<file path="src/rtl/mem_pkg.sv">
// mem_pkg: BRAM port widths and read-return tags shared by the arbiter slice
package mem_pkg;
  localparam int MEM_AW = 19;
  localparam int MEM_DW = 32;
  typedef enum logic [1:0] {
    TAG_NONE = 2'b00,
    TAG_I    = 2'b01,
    TAG_D    = 2'b10
  } tag_t;
endpackage

</file>
<file path="src/rtl/rd_tag_pipe.sv">
// rd_tag_pipe: DEPTH-stage shift register of read-return tags, cleared to TAG_NONE
module rd_tag_pipe
  import mem_pkg::*;
#(
  parameter int DEPTH = 2
) (
  input  logic clk,
  input  logic rstn,
  input  tag_t tag_in,
  output tag_t tag_out
);
  tag_t pipe [DEPTH];
  always_ff @(posedge clk or negedge rstn) begin
    if (!rstn) begin
      for (int k = 0; k < DEPTH; k++) pipe[k] <= TAG_NONE;
    end else begin
      pipe[0] <= tag_in;
      for (int k = 1; k < DEPTH; k++) pipe[k] <= pipe[k-1];
    end
  end
  assign tag_out = pipe[DEPTH-1];
endmodule

</file>
<file path="src/rtl/mem_port_arbiter.sv">
// mem_port_arbiter: shares one BRAM port between fetch (I) and exec (D) with a starvation guard
module mem_port_arbiter
  import mem_pkg::*;
#(
  parameter int RD_LAT     = 2,
  parameter int STARVE_MAX = 4
) (
  input  logic              clk,
  input  logic              rstn,
  input  logic              i_req,
  input  logic [MEM_AW-1:0] i_addr,
  output logic              i_gnt,
  output logic              i_rvalid,
  output logic [MEM_DW-1:0] i_rdata,
  input  logic              d_req,
  input  logic [MEM_AW-1:0] d_addr,
  input  logic [MEM_DW-1:0] d_wdata,
  input  logic [3:0]        d_wea,
  output logic              d_gnt,
  output logic              d_rvalid,
  output logic [MEM_DW-1:0] d_rdata,
  output logic              d_wdone,
  output logic [MEM_AW-1:0] mem_addr,
  output logic [MEM_DW-1:0] mem_wdata,
  output logic [3:0]        mem_wea,
  output logic              mem_enable,
  input  logic [MEM_DW-1:0] mem_rdata
);
  localparam logic [2:0] SMAX = 3'(STARVE_MAX);
  if (RD_LAT < 1 || RD_LAT > 4) begin : g_bad_lat
    $error("mem_port_arbiter: RD_LAT must be in 1..4");
  end
  logic [2:0]        starve_cnt;
  logic [MEM_AW-1:0] last_addr;
  logic [MEM_DW-1:0] wdata_q;
  tag_t              tag_in, tag_out;
  // grants are gated by rstn so nothing reaches the BRAM while reset is held
  always_comb begin
    i_gnt      = rstn && i_req && (!d_req || starve_cnt == SMAX);
    d_gnt      = rstn && d_req && !i_gnt;
    mem_enable = i_gnt || d_gnt;
    mem_addr   = i_gnt ? i_addr : d_gnt ? d_addr : last_addr;
    mem_wea    = d_gnt ? d_wea : 4'b0000;
    mem_wdata  = mem_enable ? d_wdata : wdata_q;
    tag_in     = i_gnt ? TAG_I : (d_gnt && d_wea == 4'b0000) ? TAG_D : TAG_NONE;
  end
  always_ff @(posedge clk or negedge rstn) begin
    if (!rstn) begin
      starve_cnt <= '0;
      last_addr  <= '0;
      wdata_q    <= '0;
      d_wdone    <= 1'b0;
    end else begin
      starve_cnt <= (!i_req || i_gnt) ? 3'd0 : (starve_cnt == SMAX) ? starve_cnt : starve_cnt + 3'd1;
      if (mem_enable) begin
        last_addr <= mem_addr;
        wdata_q   <= d_wdata;
      end
      d_wdone <= d_gnt && (d_wea != 4'b0000);
    end
  end
  rd_tag_pipe #(.DEPTH(RD_LAT)) u_tags (
    .clk     (clk),
    .rstn    (rstn),
    .tag_in  (tag_in),
    .tag_out (tag_out)
  );
  assign i_rvalid = (tag_out == TAG_I);
  assign d_rvalid = (tag_out == TAG_D);
  assign i_rdata  = mem_rdata;
  assign d_rdata  = mem_rdata;
endmodule

</file>
<file path="config.mk">
export PLATFORM = sky130hd
export DESIGN_NAME = mem_port_arbiter
export DESIGN_NICKNAME = d
export VERILOG_FILES = /design/src/rtl/mem_pkg.sv /design/src/rtl/rd_tag_pipe.sv /design/src/rtl/mem_port_arbiter.sv
export SDC_FILE = /design/constraint.sdc
export NUM_CORES = 1
export LEC_CHECK = 0
export CAP_MARGIN = 20
export CORE_ASPECT_RATIO = 0.6
export CORE_MARGIN = 10
export CORE_UTILIZATION = 30
export DETAILED_ROUTE_END_ITERATION = 8
export DONT_BUFFER_PORTS = 1
export PLACE_DENSITY = 0.41
export SETUP_SLACK_MARGIN = 0.2
export SYNTH_ARGS = -nofsm -noshare
export SYNTH_HDL_FRONTEND = slang
export SYNTH_SLANG_ARGS = --single-unit
</file>
<file path="constraint.sdc">
create_clock -name clk -period 1.7 [get_ports clk]
set_input_delay 0.255 -clock clk [delete_from_list [all_inputs] [get_ports clk]]
set_output_delay 0.255 -clock clk [all_outputs]
set_load 0.1 [all_outputs]
</file>
## Word level (Yosys, flattened, before mapping)

Index checks and enable logic that the tools add are counted.

- Add/sub/neg operators: 1
- Reduce and logical (&&, ||, !) cells: 14
- Muxes and demuxes: 8
- Equal/unequal tests: 4

Operators by type and width:

| cell | count |
|---|---|
| $mux 19 | 2 |
| $mux 32 | 1 |
| $logic_and 1x1->1 | 6 |
| $mux 3 | 2 |
| $logic_not 4->1 | 1 |
| $mux 2 | 2 |
| $mux 4 | 1 |
| $reduce_bool 4->1 | 1 |
| $add 3x1->3 const B | 1 |
| $eq 3x3->1 const B | 1 |
| $logic_not 1->1 | 3 |
| $logic_or 1x1->1 | 3 |
| $eq 2x1->1 const B | 1 |
| $eq 2x2->1 const B | 1 |
| $ne 2x2->1 const B | 1 |

- Input port bits: 110
- Register bits: 59

## Depth between registers and ports, before layout

Gate-level depths: netlist (run 1).

- Word-level depth: 8
- Mapped depth: 6

## Hierarchy

Synthesis (run 1) repeated with hierarchy kept, for this count alone.

- Cells, all modules: 255
- Area, all modules: 3,148.0 sq um

By module, submodules not included:

| module | seq. area each (sq um) | area each (sq um) | cells an instance | instances |
|---|---|---|---|---|
| mem_port_arbiter | 1,376.3 | 3,032.9 | 249 | 1 |
| rd_tag_pipe | 100.1 | 115.1 | 6 | 1 |

## Worst setup path after synthesis (run 1)

OpenSTA, ideal clock, no wires.

- Path type: flip-flop to output port
- From: register starve_cnt[0]
- To: output port mem_addr[12]
- Setup slack: -0.942 ns
- Arrival time: 2.387 ns
- Data required time: 1.445 ns
- Cell stages (with the launch flop): 7
- Buffers on the path: 1
- Path through: dfrtp_1 -> inv_1 -> ha_1 -> nand2_2 -> a21oi_4 -> buf_2 -> a221o_1

- Word-level cells in the longest chain between the ends: 7

RTL lines:

| item | line | text |
|---|---|---|
| start, declared | mem_port_arbiter.sv:33 | `logic [2:0] starve_cnt;` |
| start signal, assigned | mem_port_arbiter.sv:54 | `starve_cnt <= (!i_req \|\| i_gnt) ? 3'd0 : (starve_cnt == SMAX) ? starve_cnt : starve_cnt + 3'd1;` |
| $eq 3x3->1 * | mem_port_arbiter.sv:39 | `i_gnt = rstn && i_req && (!d_req \|\| starve_cnt == SMAX);` |
| $logic_or 1x1->1 * | mem_port_arbiter.sv:39 |  |
| $logic_and 1x1->1 * | mem_port_arbiter.sv:39 |  |
| net i_gnt | mem_port_arbiter.sv:12 | `output logic i_gnt,` |
| $logic_not 1->1 | mem_port_arbiter.sv:40 | `d_gnt = rstn && d_req && !i_gnt;` |
| $logic_and 1x1->1 | mem_port_arbiter.sv:40 |  |
| $mux 19 | mem_port_arbiter.sv:42 | `mem_addr = i_gnt ? i_addr : d_gnt ? d_addr : last_addr;` |
| $mux 19 * | mem_port_arbiter.sv:42 |  |
| end, declared | mem_port_arbiter.sv:23 | `output logic [MEM_AW-1:0] mem_addr,` |

Mark *: on every way through the listed nets, which the timed path passes. The rest lies on a longest branch.

## Worst setup path in the final report (run 1)

- From: register starve_cnt[0]
- To: output port mem_addr[16]

- Word-level cells in the longest chain between the ends: 7

RTL lines:

| item | line |
|---|---|
| $eq 3x3->1 * | mem_port_arbiter.sv:39 |
| $logic_or 1x1->1 * | mem_port_arbiter.sv:39 |
| $logic_and 1x1->1 * | mem_port_arbiter.sv:39 |
| $logic_not 1->1 | mem_port_arbiter.sv:40 |
| $logic_and 1x1->1 | mem_port_arbiter.sv:40 |
| $mux 19 | mem_port_arbiter.sv:42 |
| $mux 19 * | mem_port_arbiter.sv:42 |

Mark *: on every way between the ends. The rest lies on a longest branch, timed or not.

==> results of run 1 <==
-- cell type report --
type	instances	area share, %
Clock buffer	11	6.187
Sequential cell	59	36.14
Clock inverter	3	0.3675
Tap cell	135	4.135
Inverter	3	0.2757
Multi-Input combinational cell	114	35.13
Timing Repair Buffer	47	17.76
-- power by group through the flow --
stage	clock, W	sequential (W)	combinational (W)
after floorplan	0	0.00165	0.00262
after global placement	0	0.00164	0.00230
after detailed placement	0	0.00165	0.00232
after CTS	0.00167	0.00163	0.00237
after global routing	0.00175	0.00165	0.00242
final	0.00160	0.00163	0.00235
-- state kept, by name, indices dropped and copies added, names as in the netlist --
name	flops
last_addr	19
d_wdone	1
starve_cnt	3
wdata_q	32
u_tags.pipe	2
u_tags.tag_out	2
-- logic make-up (layout without fill, tap and decap cells) --
logic type	after synthesis	count (layout)	synth area share (%)
compound gates	41	41	13.62
flops	59	59	47.12
mux	33	33	11.82
xor+xnor	1	1	0.2796
fa+ha+maj	2	2	0.7986
buf+inv	80	64	19.21
simple gates	37	37	7.149
-- placed cells by master, fill, tap and decap left out, types with 2 or more instances in the layout --
cell type and n:
buf_4 15, nor2_1 2, buf_12 27, clkinv_2 3
nor3b_1 2, a221o_1 19, mux2_4 32, clkbuf_16 9
dfrtp_1 59, clkbuf_8 2, a221o_4 19, inv_2 2
nand2_1 3, nor2b_2 2, and2_4 4, and2_1 20
buf_6 4
-- worst paths after layout --
check / cells past startpoint / start / endpoint
setup / recovery: 7 / starve_cnt[0] / mem_addr[16]
max in group asynchronous: 0 / rstn / wdata_q[10]
min in group clk: 1 / d_addr[4] / last_addr[4]
setup reg to reg: 9 / starve_cnt[0] / last_addr[10]
hold / removal: 0 / rstn / last_addr[3]
hold reg to reg: 0 / u_tags.pipe[3] / u_tags.tag_out[1]
-- metal layers --
| layer | up-vias | share of wire [%] | track usage (%) |
|---|---|---|---|
| li1 | 806 | - | - |
| met1 | 928 | 39 | 11.89 |
| met2 | 106 | 45 | 15.57 |
| met3 | 29 | 14 | 7.570 |
| met4 | 0 | 2.0 | 4.937 |
| met5 | - | 0 | 0 |
-- metrics by stage --
step | instance area, um^2 | TNS, ns
2_1_floorplan | 3520 | -1.353
3_3_place_gp | 3657 | -0.1471
3_5_place_dp | 3657 | -0.8359
4_1_cts | 4056 | -9.494
5_1_grt | 4085 | -11.03
6_report | 4085 | -9.448
-- what timing repair did --
action,4_1_cts,5_1_grt
cloned,1,0
setup buffers,8,2
gates resized for setup,12,3
hold endpoints to repair,59,59
pin swaps,11,7
setup endpoints to repair,47,47
==> qor.yml, run 1 <==
dp.cells: 347
pwr-share-seq_pct: 29.2
violations: "negative hold slack, negative setup slack"
wl_per_cell_um: 21.79
synth_top_area_cell: "dfrtp_1"
clk_latency_ns: 0.32
layout_setup_ws_ns: -0.4055
dieWidth_um: 151.9
start_util_pct: 31.27
drv_slew: 0
synthTopCellsByArea: "dfrtp_1, buf_4, a221o_1"
overflow: 0
synth_common_cells: "buf_4, dfrtp_1, a221o_1"
fill_cells: 942
async_reset_ff_share_pct: 100.0
crit_chain: "inv_2 -> ha_4 -> nand2_4 -> a21oi_4 -> buf_12 -> a221o_4 -> buf_12"
startpoint_type: "flip-flop"
cp_max_fo: 10
seqCellArea_mm2: 0.001476
relSlewSlack_pct: 73.22
core_mm2: 0.01002
pwr-share-clk_pct: 28.7
post-place-ws_ns: -0.06872
track_usage_pct: 10.77
path_class: "reg2out"
drc: 0
total_power_w: 0.005585
fin_crit_sh_pct: 123.9
crit_family: "compound AO/OA/AOI/OAI gates"
setup-violations-final: 37
required_ns: 1.44
io_buffers: 0
grt_pass1_vias: 2105
synth_most_common_cell: "buf_4"
grt_pass1_wl_um: 12740
die_h_um: 99.16
syn_nets: 365
clk_path_buf_depth: 2
antenna_found_initial: 0
grt_max_degree: 63
power.switching_w: 0.002271
drt_iter0_markers: 62
period_minus_slack_ns: 2.106
layout.cells.non_filler: 372
clkSinkCount: 59
status: "finished, violations left"
p_int_w: 0.003314
firstDrtPassIters: 4
hpwl_um: 6041
via_per_inst: 5.024
yosysSeqAreaShare_pct: 47.12
via_count: 1869
io_pins: 235
htreeDepth: 3
crit_arrival_ns: 1.85
leakage_nw: 1.858
clock.fmax_mhz: 474.9
ys_warn_count: 0
synth.avg_cell_area_um2: 12.38
cpMostUsedCell: "buf_12"
drive_gt1_share_pct: 53.16
area_delta_synth_final_pct: 30.39
root_buffer: "clkbuf_16"
fin_skew_ns: 0.004144
postLayoutCoreUtil_pct: 40.77
synthCells: 253
rsz0062_at_grt: "yes"
antenna_cells: 0
nNetsFinal: 346
power_frac_comb_pct: 42.1
cap_viol_max_count: 0
hold_path_class: "in2async"
path_clk_slew_ns: 0.05
syn_area_mm2: 0.003133
ant_nets: 0
powerDensity_mw_per_mm2: 1367
crit_path_top_delay_cell: "a221o_4"
wl_um: 8106
synth-seq-cells: 59
numCtsBuffers: 9
tightest_slew_ns: 0.3980
r2r_slack_ns: -0.07
holdWs_ns: -0.3722
switching_share_pct: 40.66
die_area_mm2: 0.01507
peakVddDrop_mv: 0.5646
synth-main-ff-cell: "dfrtp_1"
yosysTopAreaCellShare_pct: 47.12
synth_edf_count: 0
hold_viol: 59
multiInputGateArea_mm2: 0.001435
post_synth_num_cell_types: 21
gp_congestion: 0.7320
placementRows: 28
cp_num_buf_inv: 3
crit_path_end_kind: "primary output"
critical_path.max_stage_delay_ns: 0.44
cts_tree: "done"
Power figures use the tool's default switching activity.
==> run 2, diff against run 1 <==
--- a/config.mk
+++ b/config.mk
@@ -8,10 +8,10 @@
 export CAP_MARGIN = 20
 export CORE_ASPECT_RATIO = 0.6
 export CORE_MARGIN = 10
-export CORE_UTILIZATION = 30
+export CORE_UTILIZATION = 62
 export DETAILED_ROUTE_END_ITERATION = 8
 export DONT_BUFFER_PORTS = 1
-export PLACE_DENSITY = 0.41
+export PLACE_DENSITY = 0.75
 export SETUP_SLACK_MARGIN = 0.2
 export SYNTH_ARGS = -nofsm -noshare
 export SYNTH_HDL_FRONTEND = slang
==> run 2 against run 1 <==
Against the previous run:
- the flow still finishes with violations (negative hold slack, negative setup slack)
- sequential power is essentially flat
- design area up 0.70%
- global-route usage up 10 points
- sequential share of layout area shrank 0.25 points
- combinational power grew 5%
- clock-buffer cell count is 1 higher
- die area fell by 44%
- maximum frequency is 2.8% lower
- via count rose by 6.4%
- clock skew up 0.0074 ns
- flip-flop and latch count is the same
- highest routed layer unchanged
==> qor.yml, run 2 (synthesized netlist as in run 1, its figures left out) <==
grt_max_degree: 63  # unchanged
relSlewSlack_pct: 70.80  # -2.4 points
r2r_end: "last_addr[18]"
power_frac_comb_pct: 45.6  # +3.5 points
pwr-share-clk_pct: 24.0  # -4.7 points
wl_um: 9340  # +15%
rsz0062_at_grt: "yes"
drive_gt1_share_pct: 56.10  # +2.9 points
start_util_pct: 66.23  # +35 points
via_count: 1989  # +6.4%
placementRows: 19  # -32%
power.switching_w: 0.002298  # +1.2%
setup_tns_ns: -10.46  # -1.009 ns
htreeDepth: 3  # unchanged
rr_worst_depth: 7  # -2
clkSinkCount: 59  # unchanged
r2r_slack_ns: 0  # +0.07 ns
io_buffers: 0  # unchanged
nNetsFinal: 353  # +2.0%
multiInputGateArea_mm2: 0.001453  # +1.2%
track_usage_pct: 20.77  # +10 points
numCtsBuffers: 9  # unchanged
status: "finished, violations left"
firstDrtPassIters: 4  # unchanged
overflow: 0  # unchanged
dieWidth_um: 111.8  # -26%
layout_common_cells: "dfrtp_1, mux2_4, buf_12"
total_power_w: 0.005390  # -3.5%
required_ns: 1.44  # about the same
leakage_nw: 1.918  # +3.2%
r2r_start: "starve_cnt[1]"
antenna_cells: 0  # unchanged
pwr-share-seq_pct: 30.4  # +1.2 points
period_minus_slack_ns: 2.167  # +0.06170 ns
gp_congestion: 0.7686  # +5.0%
startpoint_type: "flip-flop"
drt_iter0_markers: 120  # +94%
postLayoutCoreUtil_pct: 86.96  # +46 points
fill_cells: 189  # -80%
clk_path_buf_depth: 2  # unchanged
layout_commonest_cell: "dfrtp_1"
clock.fmax_mhz: 461.4  # -2.8%
holdWs_ns: -0.3878  # -0.01562 ns
hold_path_class: "in2async"
p_int_w: 0.003092  # -6.7%
hpwl_um: 6230  # +3.1%
switching_share_pct: 42.63  # +2.0 points
core_mm2: 0.004731  # -53%
ant_nets: 0  # unchanged
layout_setup_ws_ns: -0.4672  # -0.06170 ns
drv_slew: 0  # unchanged
tightest_slew_ns: 0.4340  # +0.03602 ns
hold_viol: 59  # unchanged
violations: "negative hold slack, negative setup slack"
post_dp_cell_area_mm2: 0.003595  # -1.7%
cap_viol_max_count: 0  # unchanged
path_class: "reg2out"
fin_skew_ns: 0.01157  # +0.007422 ns
area_delta_synth_final_pct: 31.31
drc: 0  # unchanged
fin_crit_sh_pct: 127.5  # +3.6 points
grt_pass1_wl_um: 13580  # +6.6%
crit_path_end_kind: "primary output"
seqCellArea_mm2: 0.001476  # unchanged
largest_register_ffs: 32  # unchanged
die_area_mm2: 0.008390  # -44%
io_pins: 235  # unchanged
cts_tree: "done"
cp_max_fo: 10  # unchanged
clk_latency_ns: 0.33  # about the same
powerDensity_mw_per_mm2: 1310  # -4.2%
die_h_um: 75.07  # -24%
regMostFlops: "wdata_q"
reg_top3: "wdata_q (32), last_addr (19), starve_cnt (3)"
crit_arrival_ns: 1.91  # +0.06 ns
setup-violations-final: 25  # -32%
via_per_inst: 6.437  # +28%
peakVddDrop_mv: 0.9893  # +75%
antenna_found_initial: 0  # unchanged
path_clk_slew_ns: 0.07  # +0.02 ns
root_buffer: "clkbuf_8"
grt_pass1_vias: 2192  # +4.1%
wl_per_cell_um: 30.23  # +39%
postLayoutCellArea_mm2: 0.004114  # +0.70%
-- run 2: power groups by stage --
stage / Sequential, W / Combinational, W / Clock (W)
finish: 0.00164 / 0.00246 / 0.00129
global route: 0.00165 / 0.00251 / 0.00137
CTS: 0.00163 / 0.00242 / 0.00131
detailed placement: 0.00166 / 0.00234 / 0
global placement: 0.00164 / 0.00231 / 0
floorplan: 0.00165 / 0.00262 / 0
-- run 2: worst max-delay path: stages (launching register included) --
cell and delay (ns):
dfrtp_1 0.40, inv_2 0.07, ha_4 0.18, nand2_4 0.08
a21oi_4 0.09, buf_12 0.16, a221o_4 0.44, buf_12 0.17
-- run 2: routing by layer --
metal | track usage (%) | vias to the layer above | routed length [um]
li1 | - | 823 | -
met2 | 35.39 | 140 | 4815
met1 | 21.08 | 999 | 3195
met5 | 0 | - | 0
met4 | 9.929 | 0 | 212
met3 | 11.27 | 27 | 1117
-- run 2: repair_timing --
action | CTS | global route
cloned | 3 | 1
endpoints found under the setup margin | 34 | 64
endpoints found under the hold margin | 59 | 59
pin swaps | 11 | 7
setup buffers | 7 | 5
gates resized for setup | 14 | 9
-- run 2: per-stage QoR --
stage | worst slack [ns] | cells
2_1_floorplan | -0.2479 | 253
3_5_place_dp | -0.09169 | 277
3_3_place_gp | -0.03685 | 277
6_report | -0.4672 | 309
5_1_grt | -0.5144 | 309
4_1_cts | -0.4052 | 303
-- run 2: how the worst max path moves through the flow --
| stage | from | end | slack (ns) | cells after the start |
|---|---|---|---|---|
| floorplan | u_tags.tag_out[0] | d_rvalid | -0.25 | 1 |
| global placement | starve_cnt[1] | mem_addr[9] | -0.04 | 7 |
| detailed placement | starve_cnt[1] | mem_addr[8] | -0.09 | 7 |
| finish | starve_cnt[1] | mem_addr[15] | -0.47 | 7 |
| global route | starve_cnt[1] | mem_addr[16] | -0.51 | 7 |
| CTS | starve_cnt[1] | mem_addr[15] | -0.41 | 6 |
-- run 2: cell type report --
| class | instances | share of cell area [%] |
|---|---|---|
| tap | 63 | 1.916 |
| clock inverter | 4 | 1.186 |
| timing repair buffer | 54 | 21.65 |
| inverter | 3 | 0.2737 |
| sequential | 59 | 35.89 |
| multi-input combinational | 114 | 35.31 |
| clock buffer | 12 | 3.771 |
==> run 3, diff against run 2 <==
--- a/config.mk
+++ b/config.mk
@@ -13,6 +13,7 @@
 export DONT_BUFFER_PORTS = 1
 export PLACE_DENSITY = 0.75
 export SETUP_SLACK_MARGIN = 0.2
+export SKIP_CTS_REPAIR_TIMING = 1
 export SYNTH_ARGS = -nofsm -noshare
 export SYNTH_HDL_FRONTEND = slang
 export SYNTH_SLANG_ARGS = --single-unit
==> run 3 against run 2 <==
Against the previous run:
- the run still ends with negative hold slack, negative setup slack left
- design area decreased by 2.0%
- highest routed layer unchanged
- worst hold slack improved by 0.0072 ns
- clock power about the same
- sequential share of layout area increased by 0.75 points
- critical path depth unchanged
- via count decreased by 2.4%
- setup slack improved by 0.0039 ns
- maximum frequency increased by 0.18%
- wire length decreased by 4.1%
- clock-buffer cell count unchanged
- largest cell class unchanged
- die area unchanged
==> qor.yml, run 3 (synthesized netlist as in run 1, its figures left out) <==
r2r_start: "starve_cnt[1]"
drt_iter0_markers: 100  # -17%
hpwl_um: 6230  # unchanged
firstDrtPassIters: 4  # unchanged
crit_path_end_kind: "primary output"
numCtsBuffers: 9  # unchanged
reg_top3: "wdata_q (32), last_addr (19), starve_cnt (3)"
required_ns: 1.44  # about the same
layout_common_cells: "dfrtp_1, mux2_4, buf_12"
path_clk_slew_ns: 0.07  # about the same
root_buffer: "clkbuf_8"
io_pins: 235  # unchanged
switching_share_pct: 42.46  # -0.17 points
drv_slew: 0  # unchanged
placementRows: 19  # unchanged
grt_pass1_vias: 2033  # -7.3%
powerDensity_mw_per_mm2: 1323  # +0.96%
start_util_pct: 66.23  # unchanged
die_h_um: 75.07  # unchanged
grt_max_degree: 63  # unchanged
ant_nets: 0  # unchanged
drive_gt1_share_pct: 53.72  # -2.4 points
pwr-share-seq_pct: 30.7  # +0.3 points
power_frac_comb_pct: 45.4  # -0.2 points
r2r_slack_ns: 0.01  # about the same
layout_setup_ws_ns: -0.4633  # +0.003920 ns
hold_path_class: "in2async"
gp_congestion: 0.7686  # unchanged
layout_commonest_cell: "dfrtp_1"
rsz0062_at_grt: "yes"
clk_latency_ns: 0.33  # about the same
wl_um: 8953  # -4.1%
fill_cells: 211  # +12%
tightest_slew_ns: 0.4608  # +0.02676 ns
track_usage_pct: 18.14  # -2.6 points
nNetsFinal: 349  # -1.1%
via_per_inst: 6.367  # -1.1%
largest_register_ffs: 32  # unchanged
clkSinkCount: 59  # unchanged
holdWs_ns: -0.3806  # +0.007198 ns
pwr-share-clk_pct: 24.0  # about the same
fin_skew_ns: 0.01043  # -0.001139 ns
rr_worst_depth: 7  # unchanged
violations: "negative hold slack, negative setup slack"
post-place-ws_ns: -0.09169  # unchanged
core_mm2: 0.004731  # unchanged
cp_max_fo: 10  # unchanged
cap_viol_max_count: 0  # unchanged
total_power_w: 0.005331  # -1.1%
regMostFlops: "wdata_q"
wl_per_cell_um: 29.35  # -2.9%
status: "finished, violations left"
drc: 0  # unchanged
startpoint_type: "flip-flop"
dieWidth_um: 111.8  # unchanged
leakage_nw: 1.874  # -2.3%
io_buffers: 0  # unchanged
htreeDepth: 3  # unchanged
r2r_end: "last_addr[17]"
die_area_mm2: 0.008390  # unchanged
relSlewSlack_pct: 69.00  # -1.8 points
antenna_cells: 0  # unchanged
setup-violations-final: 25  # unchanged
grt_pass1_wl_um: 12080  # -11%
power.switching_w: 0.002263  # -1.5%
overflow: 0  # unchanged
period_minus_slack_ns: 2.163  # -0.003920 ns
antenna_found_initial: 0  # unchanged
via_count: 1942  # -2.4%
peakVddDrop_mv: 0.9550  # -3.5%
hold_viol: 59  # unchanged
p_int_w: 0.003068  # -0.80%
path_class: "reg2out"
clock.fmax_mhz: 462.3  # +0.18%
area_delta_synth_final_pct: 28.63
cts_tree: "done"
crit_arrival_ns: 1.91  # about the same
fin_crit_sh_pct: 127.3  # -0.23 points
clk_path_buf_depth: 2  # unchanged
-- run 3: worst max-delay path: stages (launching register included) --
cell	delay [ns]
dfrtp_1	0.39
inv_2	0.07
ha_4	0.18
nand2_4	0.08
a21oi_4	0.09
buf_12	0.16
a221o_4	0.44
buf_12	0.17
-- run 3: how the worst max path moves through the flow --
stage                                  from  cells after the start      endpoint  slack (ns)
after floorplan           u_tags.tag_out[0]                      1      d_rvalid       -0.25
after global placement        starve_cnt[1]                      7   mem_addr[9]       -0.04
after detailed placement      starve_cnt[1]                      7   mem_addr[8]       -0.09
after CTS                     starve_cnt[1]                      7   mem_addr[8]       -0.46
after global routing          starve_cnt[1]                      7  mem_addr[17]       -0.51
final                         starve_cnt[1]                      7  mem_addr[17]       -0.46
-- run 3: final cells by class --
type / count / area [um^2] / area share, %
sequential: 59 / 1476 / 36.63
multi-input combinational: 114 / 1428 / 35.42
timing repair buffer: 50 / 832.0 / 20.65
clock buffer: 12 / 155.1 / 3.850
tap: 63 / 78.83 / 1.956
clock inverter: 4 / 48.80 / 1.211
inverter: 3 / 11.26 / 0.2794
-- run 3: per-layer routing --
metal	routed length (um)	global-route usage (%)	up-vias
li1	-	-	814
met1	3072	18.28	965
met2	4540	30.57	142
met3	1159	11.27	21
met4	179	7.234	0
met5	0	0	-
-- run 3: per-stage QoR --
step	instances	util, %	TNS, ns	area, um^2	hold WS (ns)
after detailed placement	277	75.99	-1.188	3595	-0.03815
after global routing	305	85.19	-11.73	4030	-0.4015
after CTS	293	80.30	-10.13	3799	-0.4013
after global placement	277	75.99	-0.3233	3595	-0.03840
final	305	85.19	-10.33	4030	-0.3806
after floorplan	253	-	-1.353	3520	-0.04059
-- run 3: power by group through the flow --
stage	sequential, W	clock, W	combinational [W]
final	0.00164	0.00128	0.00242
after global placement	0.00164	0	0.00231
after floorplan	0.00165	0	0.00262
after CTS	0.00163	0.00131	0.00235
after global routing	0.00165	0.00136	0.00248
after detailed placement	0.00166	0	0.00234
